## src/rtl/damage_tracker.sv

```systemverilog
// Per-fighter damage tracker: turns a level contact flag into discrete hits, tracks health,
// times a frame-counted invulnerability window and latches death until restart.
module damage_tracker #(
    parameter int HW            = 4,
    parameter int MAX_HEALTH    = 10,
    parameter int DAMAGE        = 1,
    parameter int INVULN_FRAMES = 30
) (
    input  logic          Clk,
    input  logic          Reset_n,
    input  logic          frame_clk,
    input  logic          restart,
    input  logic          contact,
    output logic [HW-1:0] health,
    output logic          is_dead,
    output logic          hit,
    output logic          invuln,
    output logic          flash
);

    typedef enum logic [1:0] {
        ST_ALIVE  = 2'd0,
        ST_INVULN = 2'd1,
        ST_DEAD   = 2'd2
    } state_t;

    localparam logic [HW-1:0] MAX_H  = HW'(MAX_HEALTH);
    localparam logic [HW-1:0] DMG    = HW'(DAMAGE);
    localparam logic [7:0]    INV_F  = 8'(INVULN_FRAMES);
    localparam logic [HW-1:0] ZERO_H = {HW{1'b0}};

    state_t        state_r;
    state_t        state_nx_s;
    logic          fsync1_r;
    logic          fsync2_r;
    logic          fsync3_r;
    logic          frame_tick_r;
    logic          contact_q_r;
    logic          contact_q_nx_s;
    logic          contact_rise_s;
    logic [7:0]    frame_cnt_r;
    logic [7:0]    frame_cnt_nx_s;
    logic [HW-1:0] health_r;
    logic [HW-1:0] health_nx_s;
    logic [HW-1:0] dmg_health_s;
    logic          hit_r;
    logic          hit_nx_s;
    logic          is_dead_r;
    logic          invuln_r;
    logic          flash_r;

    assign contact_rise_s = contact & ~contact_q_r;
    // Saturating subtract so a large DAMAGE can never wrap health upward.
    assign dmg_health_s   = (health_r <= DMG) ? ZERO_H : (health_r - DMG);

    // Synchronise the vertical-sync input and register its rising edge as a one-cycle tick.
    always_ff @(posedge Clk) begin
        if (!Reset_n) begin
            fsync1_r     <= 1'b0;
            fsync2_r     <= 1'b0;
            fsync3_r     <= 1'b0;
            frame_tick_r <= 1'b0;
        end else begin
            fsync1_r     <= frame_clk;
            fsync2_r     <= fsync1_r;
            fsync3_r     <= fsync2_r;
            frame_tick_r <= fsync2_r & ~fsync3_r;
        end
    end

    // Next-state, health, window counter and hit decision.
    always_comb begin
        state_nx_s     = state_r;
        health_nx_s    = health_r;
        frame_cnt_nx_s = frame_cnt_r;
        hit_nx_s       = 1'b0;
        contact_q_nx_s = contact;
        if (restart) begin
            state_nx_s     = ST_ALIVE;
            health_nx_s    = MAX_H;
            frame_cnt_nx_s = 8'd0;
            contact_q_nx_s = 1'b0;
        end else begin
            case (state_r)
                ST_ALIVE: begin
                    if (contact_rise_s) begin
                        hit_nx_s    = 1'b1;
                        health_nx_s = dmg_health_s;
                        if (dmg_health_s == ZERO_H) begin
                            state_nx_s = ST_DEAD;
                        end else if (INV_F == 8'd0) begin
                            state_nx_s = ST_ALIVE;
                        end else begin
                            state_nx_s     = ST_INVULN;
                            frame_cnt_nx_s = INV_F;
                        end
                    end else begin
                        state_nx_s = ST_ALIVE;
                    end
                end
                ST_INVULN: begin
                    if (frame_tick_r) begin
                        if (frame_cnt_r <= 8'd1) begin
                            // Clearing the edge history lets a still-held contact register as a new hit.
                            state_nx_s     = ST_ALIVE;
                            frame_cnt_nx_s = 8'd0;
                            contact_q_nx_s = 1'b0;
                        end else begin
                            frame_cnt_nx_s = frame_cnt_r - 8'd1;
                        end
                    end else begin
                        frame_cnt_nx_s = frame_cnt_r;
                    end
                end
                ST_DEAD: begin
                    health_nx_s = ZERO_H;
                end
                default: begin
                    state_nx_s     = ST_ALIVE;
                    health_nx_s    = MAX_H;
                    frame_cnt_nx_s = 8'd0;
                end
            endcase
        end
    end

    // State register plus registered copies of every output.
    always_ff @(posedge Clk) begin
        if (!Reset_n) begin
            state_r     <= ST_ALIVE;
            health_r    <= MAX_H;
            frame_cnt_r <= 8'd0;
            contact_q_r <= 1'b0;
            hit_r       <= 1'b0;
            is_dead_r   <= 1'b0;
            invuln_r    <= 1'b0;
            flash_r     <= 1'b0;
        end else begin
            state_r     <= state_nx_s;
            health_r    <= health_nx_s;
            frame_cnt_r <= frame_cnt_nx_s;
            contact_q_r <= contact_q_nx_s;
            hit_r       <= hit_nx_s;
            is_dead_r   <= (state_nx_s == ST_DEAD);
            invuln_r    <= (state_nx_s == ST_INVULN);
            flash_r     <= (state_nx_s == ST_INVULN) & frame_cnt_nx_s[2];
        end
    end

    assign health  = health_r;
    assign is_dead = is_dead_r;
    assign hit     = hit_r;
    assign invuln  = invuln_r;
    assign flash   = flash_r;

endmodule

```

## config.mk

```make
export PLATFORM = sky130hd
export DESIGN_NAME = damage_tracker
export DESIGN_NICKNAME = d
export VERILOG_FILES = /design/src/rtl/damage_tracker.sv
export SDC_FILE = /design/constraint.sdc
export NUM_CORES = 1
export LEC_CHECK = 0
export ABC_CLOCK_PERIOD_IN_PS = 4000
export BUFFER_PORTS_ARGS = -buffer_cell sky130_fd_sc_hd__clkbuf_2
export CORE_UTILIZATION = 64
export CTS_BUF_LIST = sky130_fd_sc_hd__clkbuf_8
export DETAILED_ROUTE_END_ITERATION = 8
export PLACE_DENSITY = 0.91
export SYNTH_ARGS = -nofsm -noshare
export SYNTH_HDL_FRONTEND = slang
export SYNTH_SLANG_ARGS = --single-unit
```

## constraint.sdc

```tcl
create_clock -name Clk -period 4 [get_ports Clk]
set_input_delay 0.2 -clock Clk [delete_from_list [all_inputs] [get_ports Clk]]
set_output_delay 0.2 -clock Clk [all_outputs]
set_load 0.01 [all_outputs]
```

==> results of run 1 <==
==> state kept, by name, indices dropped and copies added (netlist names) <==
register	flops
frame_cnt_r	8
health	4
state_r	2
contact_q_r	1
flash	1
frame_tick_r	1
fsync1_r	1
fsync2_r	1
fsync3_r	1
hit	1
invuln	1
is_dead	1
==> cell type report <==
type	count	area (um^2)	share of cell area
Multi-Input combinational cell	103	637	0.512
Sequential cell	23	460	0.370
Timing Repair Buffer	12	60.1	0.0482
Clock buffer	3	41.3	0.0332
Inverter	6	22.5	0.0181
Tap cell	16	20.0	0.0161
Clock inverter	1	3.75	0.00302
==> cells by family after synthesis <==
| logic type | Yosys count | share of synthesized area |
|---|---|---|
| fa+ha+maj | 4 | 0.0442 |
| compound gates | 37 | 0.212 |
| flops | 23 | 0.407 |
| buf+inv | 9 | 0.0309 |
| xor+xnor | 1 | 0.00774 |
| simple gates | 60 | 0.289 |
| mux | 1 | 0.00884 |
==> layout by cell type, fill, tap and decap left out <==
master	instances
a21boi_0	1
xor2_1	1
nor3_1	7
o31ai_4	1
o31ai_1	4
nor2b_1	4
o21ai_1	1
or3_4	1
a21o_1	1
a211oi_1	2
o41ai_1	1
a31oi_1	3
nor3b_1	1
mux2i_1	1
nor2_1	23
nand2_1	5
clkbuf_2	12
or3_2	1
and3b_1	1
o32ai_1	1
nand2b_1	4
nor4_1	1
ha_1	4
a41oi_1	1
clkbuf_8	3
nand4b_1	1
and2_2	1
a21o_2	1
inv_1	7
nand3_1	1
nor4b_4	1
nand3b_1	1
and2_1	4
a21oi_1	13
or3_1	2
dfxtp_1	23
o21ai_0	7
and3_1	1
==> stage by stage <==
stage	util	cell area (um^2)	cells	worst slack, ps	hold WS (ps)
5_1_grt	0.790	1240	164	1920	128
4_1_cts	0.790	1240	164	2080	137
3_5_place_dp	0.761	1200	160	2130	380
3_3_place_gp	0.761	1200	160	2150	376
6_report	0.790	1240	164	2070	141
2_1_floorplan	-	1130	135	2300	316
==> worst max-delay path, stage by stage (launching register included) <==
cell and delay [ps]:
dfxtp_1 390, inv_1 90, ha_1 280, nor2_1 300, o31ai_4 160, or3_2 470
a31oi_1 170
==> Yosys cell counts <==
cell type | count | share of area
or3_2 | 1 | 0.0066
a21boi_0 | 1 | 0.0066
ha_1 | 4 | 0.044
a21o_1 | 1 | 0.0066
and3b_1 | 1 | 0.0077
o31ai_4 | 1 | 0.019
clkbuf_1 | 2 | 0.0066
mux2i_1 | 1 | 0.0088
a31oi_1 | 3 | 0.017
o41ai_1 | 1 | 0.0077
dfxtp_1 | 23 | 0.41
or3_1 | 2 | 0.011
nor3_1 | 7 | 0.031
nand4b_1 | 1 | 0.0077
o21ai_0 | 7 | 0.031
nor2b_1 | 4 | 0.022
a211oi_1 | 2 | 0.013
nand2b_1 | 4 | 0.022
o32ai_1 | 1 | 0.0077
a41oi_1 | 1 | 0.0077
and2_1 | 4 | 0.022
o21ai_1 | 1 | 0.0044
inv_1 | 6 | 0.020
and3_1 | 1 | 0.0055
nor4b_4 | 1 | 0.021
nor2_1 | 23 | 0.076
xor2_1 | 1 | 0.0077
o31ai_1 | 4 | 0.027
a21oi_1 | 13 | 0.057
and2_2 | 1 | 0.0066
nor4_1 | 1 | 0.0055
buf_2 | 1 | 0.0044
nor3b_1 | 1 | 0.0066
nand3b_1 | 1 | 0.0066
or3_4 | 1 | 0.0099
a21o_2 | 1 | 0.0077
nand2_1 | 5 | 0.017
nand3_1 | 1 | 0.0044
==> per-layer routing <==
layer | GRT usage | vias up
met5 | 0 | -
met4 | 0.152 | 0
met3 | 0.0571 | 6
met2 | 0.418 | 35
met1 | 0.369 | 467
li1 | - | 505
==> power groups by stage <==
stage	registers [mW]	logic (mW)	clock network, mW
final	0.244	0.0549	0.139
after global routing	0.245	0.0605	0.152
after CTS	0.244	0.0543	0.142
after detailed placement	0.249	0.0537	0
after global placement	0.249	0.0519	0
after floorplan	0.248	0.0390	0
==> worst max path at each step <==
stage | start | end | slack (ps) | cells past startpoint
6_report | frame_cnt_r[0] | frame_cnt_r[4] | 2070 | 6
3_3_place_gp | frame_cnt_r[0] | frame_cnt_r[4] | 2150 | 6
3_5_place_dp | frame_cnt_r[0] | frame_cnt_r[4] | 2130 | 6
2_1_floorplan | frame_cnt_r[0] | frame_cnt_r[4] | 2300 | 6
5_1_grt | frame_cnt_r[0] | flash | 1920 | 7
4_1_cts | frame_cnt_r[0] | frame_cnt_r[4] | 2080 | 6
==> metrics.log, run 1 <==
[metrics] clk sink count: 23
[metrics] setup slack of the worst register-to-register path: 2070 ps
[metrics] placed wire-length estimate after detailed placement: 1710 um
[metrics] pin count of the biggest net entering global routing: 13
[metrics] startpoint of the worst hold path: frame_clk
[metrics] final layout net count: 158
[metrics] clock tree root buffer cell: clkbuf_8
[metrics] TritonCTS buffer count: 3
[metrics] overall global routing resource usage: 0.276
[metrics] total routed wirelength: 2380 um
[metrics] Hold Path Cell Cnt: 2
[metrics] number of filler cells placed in the layout: 113
[metrics] CTS H-Tree Depth: 1
[metrics] ant diodes: 0
[metrics] Crit path required time: 4190 ps
[metrics] capturing element type of the critical path: register
[metrics] Max rail drop VDD: 0.252 mV
[metrics] overall power of the completed layout: 0.438 mW
[metrics] result of the run: finished, final reports clean
[metrics] synthesized area: 1130 um^2
[metrics] clock insertion delay at the later pin of the skew report: 260 ps
[metrics] average wire per standard cell: 14.5 um
[metrics] detailed-route wire length on metal 1: 1100 um
[metrics] Synthesized Nets: 144
[metrics] r2r worst-path depth: 6
[metrics] DIE HEIGHT: 44.1 um
[metrics] sequential cell area fraction in the yosys report: 0.407
[metrics] synthesis-to-finish area growth: 9.94%
[metrics] DRT antenna net count: 0
[metrics] static leakage: 0.526 nW
[metrics] number of vias per cell after detailed routing: 6.18
[metrics] critical register-to-register path endpoint: frame_cnt_r[4]
[metrics] Core Footprint: 1580 um^2
[metrics] setup repair after global routing missed its margin: no
[metrics] floorplan die width: 44.1 um
[metrics] arrival time worst endpoint: 2120 ps
[metrics] number of buffers on the longest clock path: 2
[metrics] share of final-layout standard cells stronger than drive strength 1: 0.142
[metrics] Final Max Slew Viols: 0
[metrics] number of distinct library cells after synthesis: 38
[metrics] Synth Register Bits: 23
[metrics] remaining global-route overflow: 0
[metrics] count of instances resized after the clock tree is built: 0
[metrics] met3 wire len: 106 um
[metrics] initial core utilization: 0.718
[metrics] clock tree from TritonCTS: done
[metrics] Reg-to-Reg Start: frame_cnt_r[0]
[metrics] Via Count: 1013
[metrics] Yosys Warn Count: 0
[metrics] Fin Setup TNS: 0 ps
[metrics] top layer in use: met4
[metrics] clock tree skew after final layout: 1.81 ps
[metrics] global-route wire length before repair: 3950 um
[metrics] critical path class: register to register
[metrics] per-instance average area after synthesis: 8.39 um^2
[metrics] number of iterations in the first detailed-routing pass: 6
[metrics] pwr/cell area: 352 nW/um^2
[metrics] Final period util: 0.482
[metrics] via count of the first global-routing pass: 924
[metrics] portion of total power attributed to the clock network: 0.317
[metrics] full die area: 1940 um^2
[metrics] detailed-route DRC error count: 0
[metrics] synthesized netlist cell count: 135
[metrics] Max Fanout on Critical Path: 9
[metrics] proportion of power drawn by flip-flops and latches: 0.558
[metrics] hold violation count in the final report: 0
[metrics] number of top-level design ports: 13
[metrics] Net Sw Frac: 0.257
[metrics] number of buffer cells added on primary ports: 12
[metrics] class of the tightest hold or removal check: primary input to register
[metrics] slew at the pin closest to its max-slew limit: 496 ps
[metrics] clock transition at the register clock pins on the worst setup and hold paths after CTS: 70 ps
[metrics] Max-cap violations: 0
[metrics] Internal Power: 0.325 mW
[metrics] Worst slew margin: 0.670
[metrics] total length of routed met2 wires: 1130 um
[metrics] startpoint type of the worst setup path: register
[metrics] setup-violating endpoint count in the final report: 0
[metrics] post-CTS setup repair buffer count: 0
[metrics] hold-critical path endpoint: fsync1_r
[metrics] standard-cell rows: 14
[metrics] crit path time final: 1930 ps
[metrics] net switching power: 0.113 mW
[metrics] power share of the combinational group: 0.125
[metrics] global placer's final weighted congestion: 0.899
[metrics] drt initial violations: 37
[metrics] number of buffers inserted by hold repair at cts: 0
[metrics] achievable clock frequency: 519 MHz
[metrics] number of antenna violations at the first check in global routing: 0
(Power assumes the default switching activity.)
==> inputs of run 2 (changes only) <==
==> config.mk (replaced) <==
export PLATFORM = sky130hd
export DESIGN_NAME = damage_tracker
export DESIGN_NICKNAME = d
export VERILOG_FILES = /design/src/rtl/damage_tracker.sv
export SDC_FILE = /design/constraint.sdc
export NUM_CORES = 1
export LEC_CHECK = 0
export ABC_CLOCK_PERIOD_IN_PS = 2000
export BUFFER_PORTS_ARGS = -buffer_cell sky130_fd_sc_hd__clkbuf_2
export CORE_UTILIZATION = 59
export CTS_BUF_LIST = sky130_fd_sc_hd__clkbuf_8
export DETAILED_ROUTE_END_ITERATION = 8
export PLACE_DENSITY = 0.85
export SYNTH_ARGS = -nofsm -noshare
export SYNTH_HDL_FRONTEND = slang
export SYNTH_SLANG_ARGS = --single-unit
==> constraint.sdc (replaced) <==
create_clock -name Clk -period 2 [get_ports Clk]
set_input_delay 0.1 -clock Clk [delete_from_list [all_inputs] [get_ports Clk]]
set_output_delay 0.1 -clock Clk [all_outputs]
set_load 0.01 [all_outputs]
==> run 2 against run 1 <==
  * Clock skew rose by 1.1 ps
  * Sequential power rose by 100%
  * Maximum frequency rose by 3.8%
  * Setup slack got worse by 1900 ps
  * Via count fell by 2.1%
  * Clock-buffer cell count did not move
  * Register-to-register slack got worse by 1900 ps
  * Total power rose by 100%
  * Die area rose by 8.1%
  * Clock power rose by 110%
  * Routed wire length fell by 4.8%
  * Critical path depth rose by 1
  * Critical endpoint is now frame_cnt_r[0]
  * Highest routed layer unchanged
==> metrics.log, run 2 (synthesis results as in run 1) <==
[metrics] clock insertion delay at the later pin of the skew report: 270 ps (was 260 ps)
[metrics] leading cell types in the layout, fill and taps excluded: dfxtp_1 (23), nor2_1 (21), a21oi_1 (13) (was nor2_1 (23), dfxtp_1 (23), a21oi_1 (13))
[metrics] Critical Path, Cell by Cell: inv_1, ha_1, xor2_1, o32ai_1, and3_1, nor2_2, a211oi_1 (was inv_1, ha_1, nor2_1, o31ai_4, or3_2, a31oi_1)
[metrics] DRT antenna net count: 0 (unchanged)
[metrics] post-CTS setup repair buffer count: 0 (unchanged)
[metrics] standard-cell rows: 15 (was 14)
[metrics] share of final-layout standard cells stronger than drive strength 1: 0.162 (was 0.142)
[metrics] floorplan die width: 45.8 um (was 44.1 um)
[metrics] pwr/cell area: 705 nW/um^2 (was 352 nW/um^2)
[metrics] CTS H-Tree Depth: 1 (unchanged)
[metrics] Max-cap violations: 0 (unchanged)
[metrics] arrival time worst endpoint: 2040 ps (was 2120 ps)
[metrics] average wire per standard cell: 13.1 um (was 14.5 um)
[metrics] clock tree skew after final layout: 2.92 ps (was 1.81 ps)
[metrics] register bank with the most flops: frame_cnt_r (unchanged)
[metrics] slew at the pin closest to its max-slew limit: 468 ps (was 496 ps)
[metrics] ant diodes: 0 (unchanged)
[metrics] overall global routing resource usage: 0.244 (was 0.276)
[metrics] static leakage: 0.521 nW (was 0.526 nW)
[metrics] Core Footprint: 1760 um^2 (was 1580 um^2)
[metrics] placed wire-length estimate after detailed placement: 1640 um (was 1710 um)
[metrics] global-route wire length before repair: 3690 um (was 3950 um)
[metrics] post-route cell area: 1260 um^2 (was 1240 um^2)
[metrics] total routed wirelength: 2270 um (was 2380 um)
[metrics] crit path time final: 1860 ps (was 1930 ps)
[metrics] number of buffer cells added on primary ports: 12 (unchanged)
[metrics] Final period util: 0.929 (was 0.482)
[metrics] number of antenna violations at the first check in global routing: 0 (unchanged)
[metrics] synthesis-to-finish area growth: 11.7% (was 9.94%)
[metrics] hold violation count in the final report: 0 (unchanged)
[metrics] initial core utilization: 0.642 (was 0.718)
[metrics] startpoint type of the worst setup path: register (unchanged)
[metrics] Final WS setup: 142 ps (was 2070 ps)
[metrics] final layout net count: 158 (unchanged)
[metrics] Critical-path top delay cell: dfxtp_1 (was or3_2)
[metrics] setup-violating endpoint count in the final report: 0 (unchanged)
[metrics] TritonCTS buffer count: 3 (unchanged)
[metrics] pin count of the biggest net entering global routing: 15 (was 13)
[metrics] Net Sw Frac: 0.265 (was 0.257)
[metrics] Max rail drop VDD: 0.670 mV (was 0.252 mV)
[metrics] class of the tightest hold or removal check: primary input to register (unchanged)
[metrics] via count of the first global-routing pass: 859 (was 924)
[metrics] drt initial violations: 36 (was 37)
[metrics] biggest cell delay along the critical path: 440 ps (was 470 ps)
[metrics] remaining global-route overflow: 0 (unchanged)
[metrics] proportion of power drawn by flip-flops and latches: 0.547 (was 0.558)
[metrics] DIE HEIGHT: 45.8 um (was 44.1 um)
[metrics] number of buffers on the longest clock path: 2 (unchanged)
[metrics] Crit path required time: 2180 ps (was 4190 ps)
[metrics] Max Fanout on Critical Path: 7 (was 9)
[metrics] global placer's final weighted congestion: 0.938 (was 0.899)
[metrics] capturing element type of the critical path: register (unchanged)
[metrics] most frequent standard cell in the layout excluding fill and tap cells: dfxtp_1
[metrics] number of top-level design ports: 13 (unchanged)
[metrics] power share of the combinational group: 0.123 (was 0.125)
[metrics] result of the run: finished, final reports clean (unchanged)
[metrics] number of iterations in the first detailed-routing pass: 4 (was 6)
[metrics] critical path class: register to register (unchanged)
[metrics] Worst slew margin: 0.688 (was 0.670)
[metrics] count of buffering cells on the critical path with inverters included: 1 (unchanged)
[metrics] clock tree root buffer cell: clkbuf_8 (unchanged)
[metrics] achievable clock frequency: 538 MHz (was 519 MHz)
[metrics] net switching power: 0.237 mW (was 0.113 mW)
[metrics] Internal Power: 0.655 mW (was 0.325 mW)
[metrics] Fin Setup TNS: 0 ps (unchanged)
[metrics] dpl ws: 104 ps (was 2130 ps)
[metrics] Final Max Slew Viols: 0 (unchanged)
[metrics] clock tree from TritonCTS: done (unchanged)
[metrics] clk sink count: 23 (unchanged)
[metrics] detailed-route DRC error count: 0 (unchanged)
[metrics] max reg flops: 8 (unchanged)
[metrics] clock transition at the register clock pins on the worst setup and hold paths after CTS: 80 ps (was 70 ps)
[metrics] portion of total power attributed to the clock network: 0.330 (was 0.317)
[metrics] Post-DP Area: 1210 um^2 (was 1200 um^2)
[metrics] largest delay contributor family on the critical path: compound AO/OA/AOI/OAI gates (was simple AND/OR/NAND/NOR gates)
[metrics] number of vias per cell after detailed routing: 5.73 (was 6.18)
[metrics] Via Count: 992 (was 1013)
[metrics] full die area: 2100 um^2 (was 1940 um^2)
## run 2: cell count changes in the layout (fill, tap and decap cells not counted), sizes merged
cell      delta
inv          -1
clkinvlp     +1
## run 2: path summary, 6_finish.rpt
path                            startpoint              to  slack [ps]  cells after the start
worst min-delay path             frame_clk        fsync1_r          40                      2
worst min register to register    fsync3_r    frame_tick_r         390                      1
worst max register to register   health[0]  frame_cnt_r[0]         140                      7
worst max-delay path             health[0]  frame_cnt_r[0]         140                      7
## run 2: timing repair
| action | 4_1_cts | 5_1_grt |
|---|---|---|
| hold buffers | 0 | 0 |
| endpoints found under the hold margin | 0 | 0 |
| setup endpoints to repair | 0 | 5 |
| gates resized for setup | 0 | 2 |
## run 2: power groups by stage
stage	logic (mW)	clock network (mW)	registers, mW
floorplan	0.0779	0	0.496
global placement	0.105	0	0.498
detailed placement	0.107	0	0.499
CTS	0.108	0.305	0.488
global route	0.123	0.320	0.491
finish	0.110	0.294	0.488
## run 2: area by class of cell
cell class,instances,area [um^2]
flip-flops and latches,23,460
inverters,6,22.5
fillers,137,499
multi-input cells,103,642
repair buffers,12,60.1
clock inverters,1,7.51
well taps,25,31.3
clock buffers,3,41.3
## run 2: routing by layer
layer	wire [um]	share of wire	GRT usage	up-vias
met5	0	0	0	-
met4	35	0.015	0.0941	0
met3	154	0.068	0.0873	5
met2	1010	0.44	0.360	42
met1	1070	0.47	0.325	438
li1	-	-	-	507
## run 2: per-stage QoR
step           cells  total power, mW  hold slack, ps   util
4_1_cts          173            0.900            26.6  0.714
2_1_floorplan    135            0.574             216      -
6_report         173            0.892            35.4  0.717
3_3_place_gp     169            0.602             314  0.687
5_1_grt          173            0.934            26.3  0.717
3_5_place_dp     169            0.605             316  0.687
==> inputs of run 3 (changes only) <==
--- a/config.mk
+++ b/config.mk
@@ -11,6 +11,7 @@
 export CTS_BUF_LIST = sky130_fd_sc_hd__clkbuf_8
 export DETAILED_ROUTE_END_ITERATION = 8
 export PLACE_DENSITY = 0.85
+export REMOVE_ABC_BUFFERS = 1
 export SYNTH_ARGS = -nofsm -noshare
 export SYNTH_HDL_FRONTEND = slang
 export SYNTH_SLANG_ARGS = --single-unit
==> run 3 against run 2 <==
  * Final cell count unchanged
  * Largest cell class unchanged
  * Sequential share of layout area grew 0.14 points
  * Largest power group unchanged
  * Hold slack better by 5.8 ps
  * Critical path type unchanged
  * Critical endpoint is now frame_cnt_r[4]
==> metrics.log, run 3 (synthesis results as in run 1) <==
[metrics] result of the run: finished, final reports clean (unchanged)
[metrics] post-CTS setup repair buffer count: 0 (unchanged)
[metrics] detailed-route DRC error count: 0 (unchanged)
[metrics] Final period util: 0.953 (was 0.929)
[metrics] standard-cell rows: 15 (unchanged)
[metrics] global-route wire length before repair: 4020 um (was 3690 um)
[metrics] Max-cap violations: 0 (unchanged)
[metrics] Fin Setup TNS: 0 ps (unchanged)
[metrics] number of vias per cell after detailed routing: 5.83 (was 5.73)
[metrics] class of the tightest hold or removal check: primary input to register (unchanged)
[metrics] global placer's final weighted congestion: 0.890 (was 0.938)
[metrics] pwr/cell area: 704 nW/um^2 (was 705 nW/um^2)
[metrics] overall power of the completed layout: 0.887 mW (was 0.892 mW)
[metrics] most frequent standard cell in the layout excluding fill and tap cells: dfxtp_1 (unchanged)
[metrics] Critical Path, Cell by Cell: inv_1, ha_1, nor2_2, o31ai_4, a21oi_1, o31ai_1, a31oi_1 (was inv_1, ha_1, xor2_1, o32ai_1, and3_1, nor2_2, a211oi_1)
[metrics] clock transition at the register clock pins on the worst setup and hold paths after CTS: 80 ps (about the same)
[metrics] register bank with the most flops: frame_cnt_r (unchanged)
[metrics] static leakage: 0.525 nW (was 0.521 nW)
[metrics] crit path time final: 1910 ps (was 1860 ps)
[metrics] hold violation count in the final report: 0 (unchanged)
[metrics] Crit path required time: 2130 ps (was 2180 ps)
[metrics] pin count of the biggest net entering global routing: 14 (was 15)
[metrics] Critical-path top delay cell: o31ai_4 (was dfxtp_1)
[metrics] non-filler instance count after layout: 173 (unchanged)
[metrics] final layout net count: 158 (unchanged)
[metrics] clock tree from TritonCTS: done (unchanged)
[metrics] average wire per standard cell: 14.0 um (was 13.1 um)
[metrics] initial core utilization: 0.642 (unchanged)
[metrics] DRT antenna net count: 0 (unchanged)
[metrics] total routed wirelength: 2420 um (was 2270 um)
[metrics] overall global routing resource usage: 0.264 (was 0.244)
[metrics] leading cell types in the layout, fill and taps excluded: dfxtp_1 (23), nor2_1 (22), a21oi_1 (13) (was dfxtp_1 (23), nor2_1 (21), a21oi_1 (13))
[metrics] capturing element type of the critical path: register (unchanged)
[metrics] number of top-level design ports: 13 (unchanged)
[metrics] clock insertion delay at the later pin of the skew report: 260 ps (was 270 ps)
[metrics] full die area: 2100 um^2 (unchanged)
[metrics] Final Max Slew Viols: 0 (unchanged)
[metrics] Worst slew margin: 0.673 (was 0.688)
[metrics] clock tree root buffer cell: clkbuf_8 (unchanged)
[metrics] Post-DP Area: 1210 um^2 (unchanged)
[metrics] Via Count: 1008 (was 992)
[metrics] synthesis-to-finish area growth: 11.3% (was 11.7%)
[metrics] drt initial violations: 35 (was 36)
[metrics] setup-violating endpoint count in the final report: 0 (unchanged)
[metrics] placed wire-length estimate after detailed placement: 1720 um (was 1640 um)
[metrics] Core Footprint: 1760 um^2 (unchanged)
[metrics] floorplan die width: 45.8 um (unchanged)
[metrics] achievable clock frequency: 524 MHz (was 538 MHz)
[metrics] via count of the first global-routing pass: 903 (was 859)
[metrics] remaining global-route overflow: 0 (unchanged)
[metrics] startpoint type of the worst setup path: register (unchanged)
[metrics] arrival time worst endpoint: 2040 ps (about the same)
[metrics] placed cell count: 169 (unchanged)
[metrics] number of buffer cells added on primary ports: 12 (unchanged)
[metrics] WHS: 41.1 ps (was 35.4 ps)
[metrics] critical path class: register to register (unchanged)
[metrics] CTS H-Tree Depth: 1 (unchanged)
[metrics] DIE HEIGHT: 45.8 um (unchanged)
[metrics] clk sink count: 23 (unchanged)
[metrics] slew at the pin closest to its max-slew limit: 491 ps (was 468 ps)
[metrics] number of antenna violations at the first check in global routing: 0 (unchanged)
[metrics] biggest cell delay along the critical path: 420 ps (was 440 ps)
[metrics] share of final-layout standard cells stronger than drive strength 1: 0.155 (was 0.162)
[metrics] post-route cell area: 1260 um^2 (about the same)
[metrics] number of iterations in the first detailed-routing pass: 4 (unchanged)
[metrics] Max rail drop VDD: 0.628 mV (was 0.670 mV)
[metrics] TritonCTS buffer count: 3 (unchanged)
[metrics] count of instances resized after the clock tree is built: 0 (unchanged)
[metrics] clock tree skew after final layout: 4.91 ps (was 2.92 ps)
[metrics] number of buffers inserted by hold repair at cts: 0 (unchanged)
[metrics] number of buffers on the longest clock path: 2 (unchanged)
[metrics] max reg flops: 8 (unchanged)
[metrics] ant diodes: 0 (unchanged)
[metrics] Max Fanout on Critical Path: 9 (was 7)
==> run 3: cell types whose count changed in the layout (fill, tap and decap cells not counted), sizes merged <==
cell      change
clkinv        +1
clkinvlp      -1
==> run 3: cell type report <==
type | count | area (um^2)
multi-input combinational | 103 | 639
fill | 146 | 504
sequential | 23 | 460
timing repair buffer | 12 | 60.1
clock buffer | 3 | 41.3
tap | 25 | 31.3
inverter | 6 | 22.5
clock inverter | 1 | 5.00
==> run 3: worst max-delay path, delay by kind of cell (launching register included) <==
kind | cells | cell delay (ps)
AOI/OAI and AO/OA | 4 | 930
adders and majority gates | 1 | 300
buffers and inverters | 1 | 110
DFF | 1 | 320
and+or+nand+nor | 1 | 110
==> run 3: where the power goes <==
part	internal [mW]	leakage [nW]	switching (mW)
Clock	0.139	0.0255	0.150
Combinational	0.0410	0.312	0.0683
Sequential	0.473	0.188	0.0163
Total	0.653	0.525	0.235
==> run 3: per-stage QoR <==
step	setup WS [ps]	util
after floorplan	296	-
after global placement	147	0.687
after detailed placement	128	0.687
after CTS	88.3	0.713
after global routing	-4.07	0.714
final	93.4	0.714
==> run 3: path summary, 6_finish.rpt <==
check        cells past startpoint           start              to  slack (ps)
min reg2reg                      1        fsync3_r    frame_tick_r         380
max reg2reg                      7  frame_cnt_r[1]  frame_cnt_r[4]          90
min                              2       frame_clk        fsync1_r          40
max                              7  frame_cnt_r[1]  frame_cnt_r[4]          90
==> run 3: layer usage <==
layer / wire length (um) / GRT usage / vias to the layer above
met5: 0 / 0 / -
met1: 1120 / 0.363 / 469
met3: 105 / 0.0516 / 4
met4: 22 / 0.0765 / 0
li1: - / - / 505
met2: 1180 / 0.417 / 30
